[src/rtl/counter_pkg.sv]
// Shared constants for the programmable up/down counter family.
package counter_pkg;

    // Count direction as seen on the 'up' input.
    localparam logic DIR_UP    = 1'b1;
    localparam logic DIR_DOWN  = 1'b0;

    // Boundary behaviour as seen on the 'sat' input.
    localparam logic MODE_WRAP = 1'b0;
    localparam logic MODE_SAT  = 1'b1;

endpackage : counter_pkg

[src/rtl/updown_mod_counter_step.sv]
// Next-value and boundary detection for one enabled counter step.
// Purely combinational: the caller decides whether the step is taken.
module updown_mod_counter_step
    import counter_pkg::*;
#(
    parameter int WIDTH = 8
) (
    input  logic [WIDTH-1:0] cur_val,
    input  logic             up,
    input  logic [WIDTH-1:0] limit,
    input  logic             sat,
    output logic [WIDTH-1:0] nxt_val,
    output logic             boundary
);

    localparam logic [WIDTH-1:0] ONE  = {{(WIDTH-1){1'b0}}, 1'b1};
    localparam logic [WIDTH-1:0] ZERO = {WIDTH{1'b0}};

    // Compute the value after one step in the current direction and mode.
    // The +1 only happens below limit and the -1 only above zero, so the
    // WIDTH-bit arithmetic can never roll over on its own.
    always_comb begin
        nxt_val  = cur_val;
        boundary = 1'b0;
        if (up == DIR_UP) begin
            if (cur_val < limit) begin
                nxt_val = cur_val + ONE;
            end else begin
                boundary = 1'b1;
                if (sat == MODE_SAT) begin
                    // Holds at limit, or pulls an above-limit value back to it.
                    nxt_val = limit;
                end else begin
                    nxt_val = ZERO;
                end
            end
        end else begin
            if (cur_val > limit) begin
                // Re-entering the range from above is not a boundary.
                nxt_val = limit;
            end else if (cur_val != ZERO) begin
                nxt_val = cur_val - ONE;
            end else begin
                boundary = 1'b1;
                if (sat == MODE_SAT) begin
                    nxt_val = ZERO;
                end else begin
                    nxt_val = limit;
                end
            end
        end
    end

endmodule : updown_mod_counter_step

[src/rtl/updown_mod_counter.sv]
// Programmable-modulus up/down counter with wrap/saturate modes,
// a one-cycle boundary pulse and a sticky boundary flag.
module updown_mod_counter
    import counter_pkg::*;
#(
    parameter int               WIDTH     = 8,
    parameter logic [WIDTH-1:0] RESET_VAL = {WIDTH{1'b0}}
) (
    input  logic             clk,
    input  logic             reset,
    input  logic             en,
    input  logic             load,
    input  logic [WIDTH-1:0] data,
    input  logic             up,
    input  logic [WIDTH-1:0] limit,
    input  logic             sat,
    input  logic             clr_ovf,
    output logic [WIDTH-1:0] out,
    output logic             tc,
    output logic             wrap,
    output logic             ovf
);

    logic [WIDTH-1:0] out_q;
    logic [WIDTH-1:0] out_d;
    logic             wrap_q;
    logic             wrap_d;
    logic             ovf_q;
    logic             ovf_d;
    logic [WIDTH-1:0] step_val_s;
    logic             step_bnd_s;

    updown_mod_counter_step #(
        .WIDTH (WIDTH)
    ) u_step (
        .cur_val  (out_q),
        .up       (up),
        .limit    (limit),
        .sat      (sat),
        .nxt_val  (step_val_s),
        .boundary (step_bnd_s)
    );

    // Next-state selection: load beats count enable, otherwise hold.
    // A boundary step sets ovf even when clr_ovf is asserted alongside it.
    always_comb begin
        out_d  = out_q;
        wrap_d = 1'b0;
        ovf_d  = ovf_q & ~clr_ovf;
        if (load) begin
            out_d = data;
        end else if (en) begin
            out_d = step_val_s;
            if (step_bnd_s) begin
                wrap_d = 1'b1;
                ovf_d  = 1'b1;
            end else begin
                wrap_d = 1'b0;
            end
        end else begin
            out_d = out_q;
        end
    end

    // State registers with synchronous active-low reset.
    always_ff @(posedge clk) begin
        if (!reset) begin
            out_q  <= RESET_VAL;
            wrap_q <= 1'b0;
            ovf_q  <= 1'b0;
        end else begin
            out_q  <= out_d;
            wrap_q <= wrap_d;
            ovf_q  <= ovf_d;
        end
    end

    // Terminal count is decoded directly from the current count, direction and limit.
    always_comb begin
        if (up == DIR_UP) begin
            tc = (out_q >= limit);
        end else begin
            tc = (out_q == {WIDTH{1'b0}});
        end
    end

    assign out  = out_q;
    assign wrap = wrap_q;
    assign ovf  = ovf_q;

endmodule : updown_mod_counter

[config.mk]
export PLATFORM = sky130hd
export DESIGN_NAME = updown_mod_counter
export DESIGN_NICKNAME = d
export VERILOG_FILES = /design/src/rtl/counter_pkg.sv /design/src/rtl/updown_mod_counter_step.sv /design/src/rtl/updown_mod_counter.sv
export SDC_FILE = /design/constraint.sdc
export NUM_CORES = 1
export LEC_CHECK = 0
export ABC_AREA = 1
export CORE_MARGIN = 5
export CORE_UTILIZATION = 53
export DETAILED_ROUTE_END_ITERATION = 10
export PLACE_DENSITY = 0.82
export SLEW_MARGIN = 20
export SYNTH_ARGS = -nofsm -noshare
export SYNTH_HDL_FRONTEND = slang
export SYNTH_HIERARCHICAL = 1
export SYNTH_SLANG_ARGS = --single-unit
[constraint.sdc]
create_clock -name clk -period 2.55 [get_ports clk]
set_clock_uncertainty 0.2 [all_clocks]
set_input_delay 0.255 -clock clk [delete_from_list [all_inputs] [get_ports clk]]
set_output_delay 0.255 -clock clk [all_outputs]
set_load 0.02 [all_outputs]
==> results.md <==
* Part of the total power dissipated in combinational logic at 62.0%
* CTS Buf Count at 3
* Run status: completed
* Instance count of the mapped netlist at between 300 and 400
* Clock period minus worst slack at between 2000 and 2500 ps
* Global route overflow at 0
* Crit path DAT at 1940 ps
* Via Count at 2086
* RD Place Congestion at 0.9005
* Required time at the endpoint of the critical path at approximately 2100 ps
* Die Area at 4455 um2
* Worst skew pair latency at approximately 270 ps
* First-pass DRT Iterations at 6
* Standard-cell rows at 20
* Post-synth top area cell: sky130_fd_sc_hd__nand2_1
* Cell count of the worst reg-to-reg path at 17
* Final Hold Violating Endpoints at 0
* 1st-iter DRT viols at between 100 and 150
* Final worst-path cycle share at ~94%
* Slew Limit Headroom at around 75%
* NetSw at approximately 350 uW
* Cell types occupying the most area after synthesis: sky130_fd_sc_hd__nand2_1, sky130_fd_sc_hd__ha_1, sky130_fd_sc_hd__inv_1, sky130_fd_sc_hd__dfxtp_1, sky130_fd_sc_hd__nand3_1
* Global-route wire length before repair at 8307 um
* Vias per cell at around 5.2
* Clk sink count at 10
* Async set or reset register ratio after synthesis at 0%
* Worst hold path class: flop to flop
* Synthesized area at roughly 1700 um2
* Synthesis-to-finish area growth at 33.21%
* Routed wire length at slightly above 5000 um
* TritonCTS clock tree: yes
* Number of max-cap violations at 0
* Post-layout net count at 404
* Std-Cell Core Area at between 3000 and 4000 um2
* Internal power of the cells at ~420 uW
* Via count of the first global-routing pass at 1899
* Residual DRC at 0
* Buffer type at the clock tree root: sky130_fd_sc_hd__clkbuf_4
* Die width at 66.75 um
* Critical path start-end classification: input port to primary output
* Number of placed I/O pins at 34
* Die Span Y at between 60 and 70 um
* Share of final-layout standard cells stronger than drive strength 1 at 12.78%
* Post-DP HPWL at around 4200 um
* Reported leakage power at about 1.3 nW
* Number of enable-type register cells in the synthesized netlist at 0
* Synth unique cells at 29
* Max Root-Sink Buffers at 2
* Commonest cells in the synthesized netlist: sky130_fd_sc_hd__nand2_1, sky130_fd_sc_hd__inv_1, sky130_fd_sc_hd__nand3_1
* Initial core utilization at between 50% and 60%
* Clk pwr share at 14.4%
* Power per unit of standard cell area at between 300 and 400 nW/um2
* Sequential fraction of design power at 23.6%
* Predominant post-synthesis flop cell: sky130_fd_sc_hd__dfxtp_1
* Worst ir drop on vdd at around 0.30 mV
* CTS HTree Levels at 1
* Post-DP Area at roughly 2200 um2
* Detailed-route wire length per cell at ~13 um
* Number of buffers added to fix hold violations after cts at 0
* Antenna violation net count after detailed routing at 0
* Total of warnings raised by yosys at 6
* Final core utilization at between 70% and 80%
* Post-synthesis sequential element count at 10
* Unrepaired setup endpoints after global routing: no
* Sort of element at the start of the critical path: input port
* Max-slew violation count at 0
* Switching share of power at a little under half
* Hold Worst Slack at about 280 ps
* Share of synthesized area occupied by flip-flops and latches at between 10% and 20%
* Number of stages on the worst hold path at 2
* Maximum number of pins on one net before global-route repair at 11
* Post-Syn Nets at around 350
* Kind of end point of the critical path: primary output
* Port bufs at 33
* Clock-pin transition on the worst setup and hold timing paths at 60 ps
* Diode count at 0
* Area share of the leading cell type in the synthesized netlist at about a fifth
* # setup viols final at 0
* Avg Synthesized Cell Area at 5.632 um2
* Initial antenna violation count at 0
* CP max FO at 3
* Transition time at the pin with the least slew margin at 373.7 ps
* Aggregate negative setup slack at 0 ps
* Final Instance Area at 2273 um2
* Global router's overall resource usage at between 20% and 30%
* Library cell with the highest instance count after synthesis: sky130_fd_sc_hd__nand2_1
* Maximum frequency from static timing analysis at between 400 and 500 MHz
-- cell type report --
class | instances | area, um2
timing repair buffer | 61 | 539.3
inverter | 63 | 237.7
clock buffer | 3 | 22.52
sequential | 10 | 200.2
multi-input combinational | 223 | 1219
tap | 44 | 55.05
fill | 272 | 804.5
-- layer usage --
| metal | vias to the layer above | track usage [%] | share of wire [%] |
|---|---|---|---|
| met5 | - | 0 | 0 |
| met2 | 81 | 42.08 | 49 |
| met4 | 0 | 6.599 | 2.1 |
| met1 | 926 | 30.40 | 41 |
| li1 | 1071 | - | - |
| met3 | 8 | 2.867 | 7.0 |
-- sequential cells by signal, summed over array words and instances, names as in the netlist --
signal and count:
out 8, ovf 1, wrap 1
-- power by group through the flow --
stage / Clock (mW) / Sequential (mW) / Combinational, mW
final: 0.111 / 0.182 / 0.478
after global routing: 0.121 / 0.183 / 0.539
after CTS: 0.109 / 0.182 / 0.469
after detailed placement: 0 / 0.186 / 0.468
after global placement: 0 / 0.185 / 0.457
after floorplan: 0 / 0.202 / 0.280
-- placed cells by master, fill, tap and decap left out, types with 2 or more instances in the layout --
cell / count
sky130_fd_sc_hd__ha_1: 19
sky130_fd_sc_hd__nand2_2: 3
sky130_fd_sc_hd__o21ai_1: 7
sky130_fd_sc_hd__dfxtp_1: 10
sky130_fd_sc_hd__a21o_1: 2
sky130_fd_sc_hd__inv_1: 60
sky130_fd_sc_hd__buf_4: 28
sky130_fd_sc_hd__nor2_1: 24
sky130_fd_sc_hd__a21oi_1: 10
sky130_fd_sc_hd__nand2_1: 86
sky130_fd_sc_hd__nand3_1: 34
sky130_fd_sc_hd__xor2_1: 6
sky130_fd_sc_hd__o21ai_2: 2
sky130_fd_sc_hd__nor2_4: 3
sky130_fd_sc_hd__o21ai_0: 12
sky130_fd_sc_hd__nand2_4: 2
sky130_fd_sc_hd__nand4_1: 4
sky130_fd_sc_hd__clkbuf_4: 3
sky130_fd_sc_hd__clkdlybuf4s50_1: 32
-- logic make-up (layout without fill, tap and decap cells) --
group	after synthesis	after routing	synth area share, %
AND/OR/NAND/NOR	163	163	42.45
buffers and inverters	70	127	17.59
AO/OA/AOI/OAI	35	35	11.22
adder cells (fa/ha/maj)	19	19	13.93
flip-flops	10	10	11.73
XOR/XNOR	6	6	3.079
-- through the flow --
step | power [mW] | cells | setup WS, ps
finish | 0.7716 | 404 | 154.6
global route | 0.8429 | 404 | 1.347
CTS | 0.7602 | 404 | 136.7
detailed placement | 0.6539 | 401 | -113.9
global placement | 0.6420 | 401 | -99.08
floorplan | 0.4824 | 303 | 307.4
-- worst max-delay path: stages --
cell	delay (ps)
sky130_fd_sc_hd__clkdlybuf4s50_1	490
sky130_fd_sc_hd__inv_1	50
sky130_fd_sc_hd__ha_1	300
sky130_fd_sc_hd__a21oi_1	180
sky130_fd_sc_hd__nor2_1	60
sky130_fd_sc_hd__nor2_1	90
sky130_fd_sc_hd__nand3_1	90
sky130_fd_sc_hd__nand2_1	70
sky130_fd_sc_hd__nand2_1	40
sky130_fd_sc_hd__dlygate4sd2_1	310
-- worst paths after layout --
check / start / to / slack, ps
max: limit[5] / tc / 150
min: ovf / ovf / 280
max reg2reg: out[0] / out[6] / 260
min reg2reg: ovf / ovf / 280
-- repair_timing --
action / 4_1_cts / 5_1_grt
gates resized for setup: 1 / 9
setup endpoints to repair: 1 / 4
pin swaps: 0 / 1
setup buffers: 0 / 0
(Power assumes the default switching activity.)
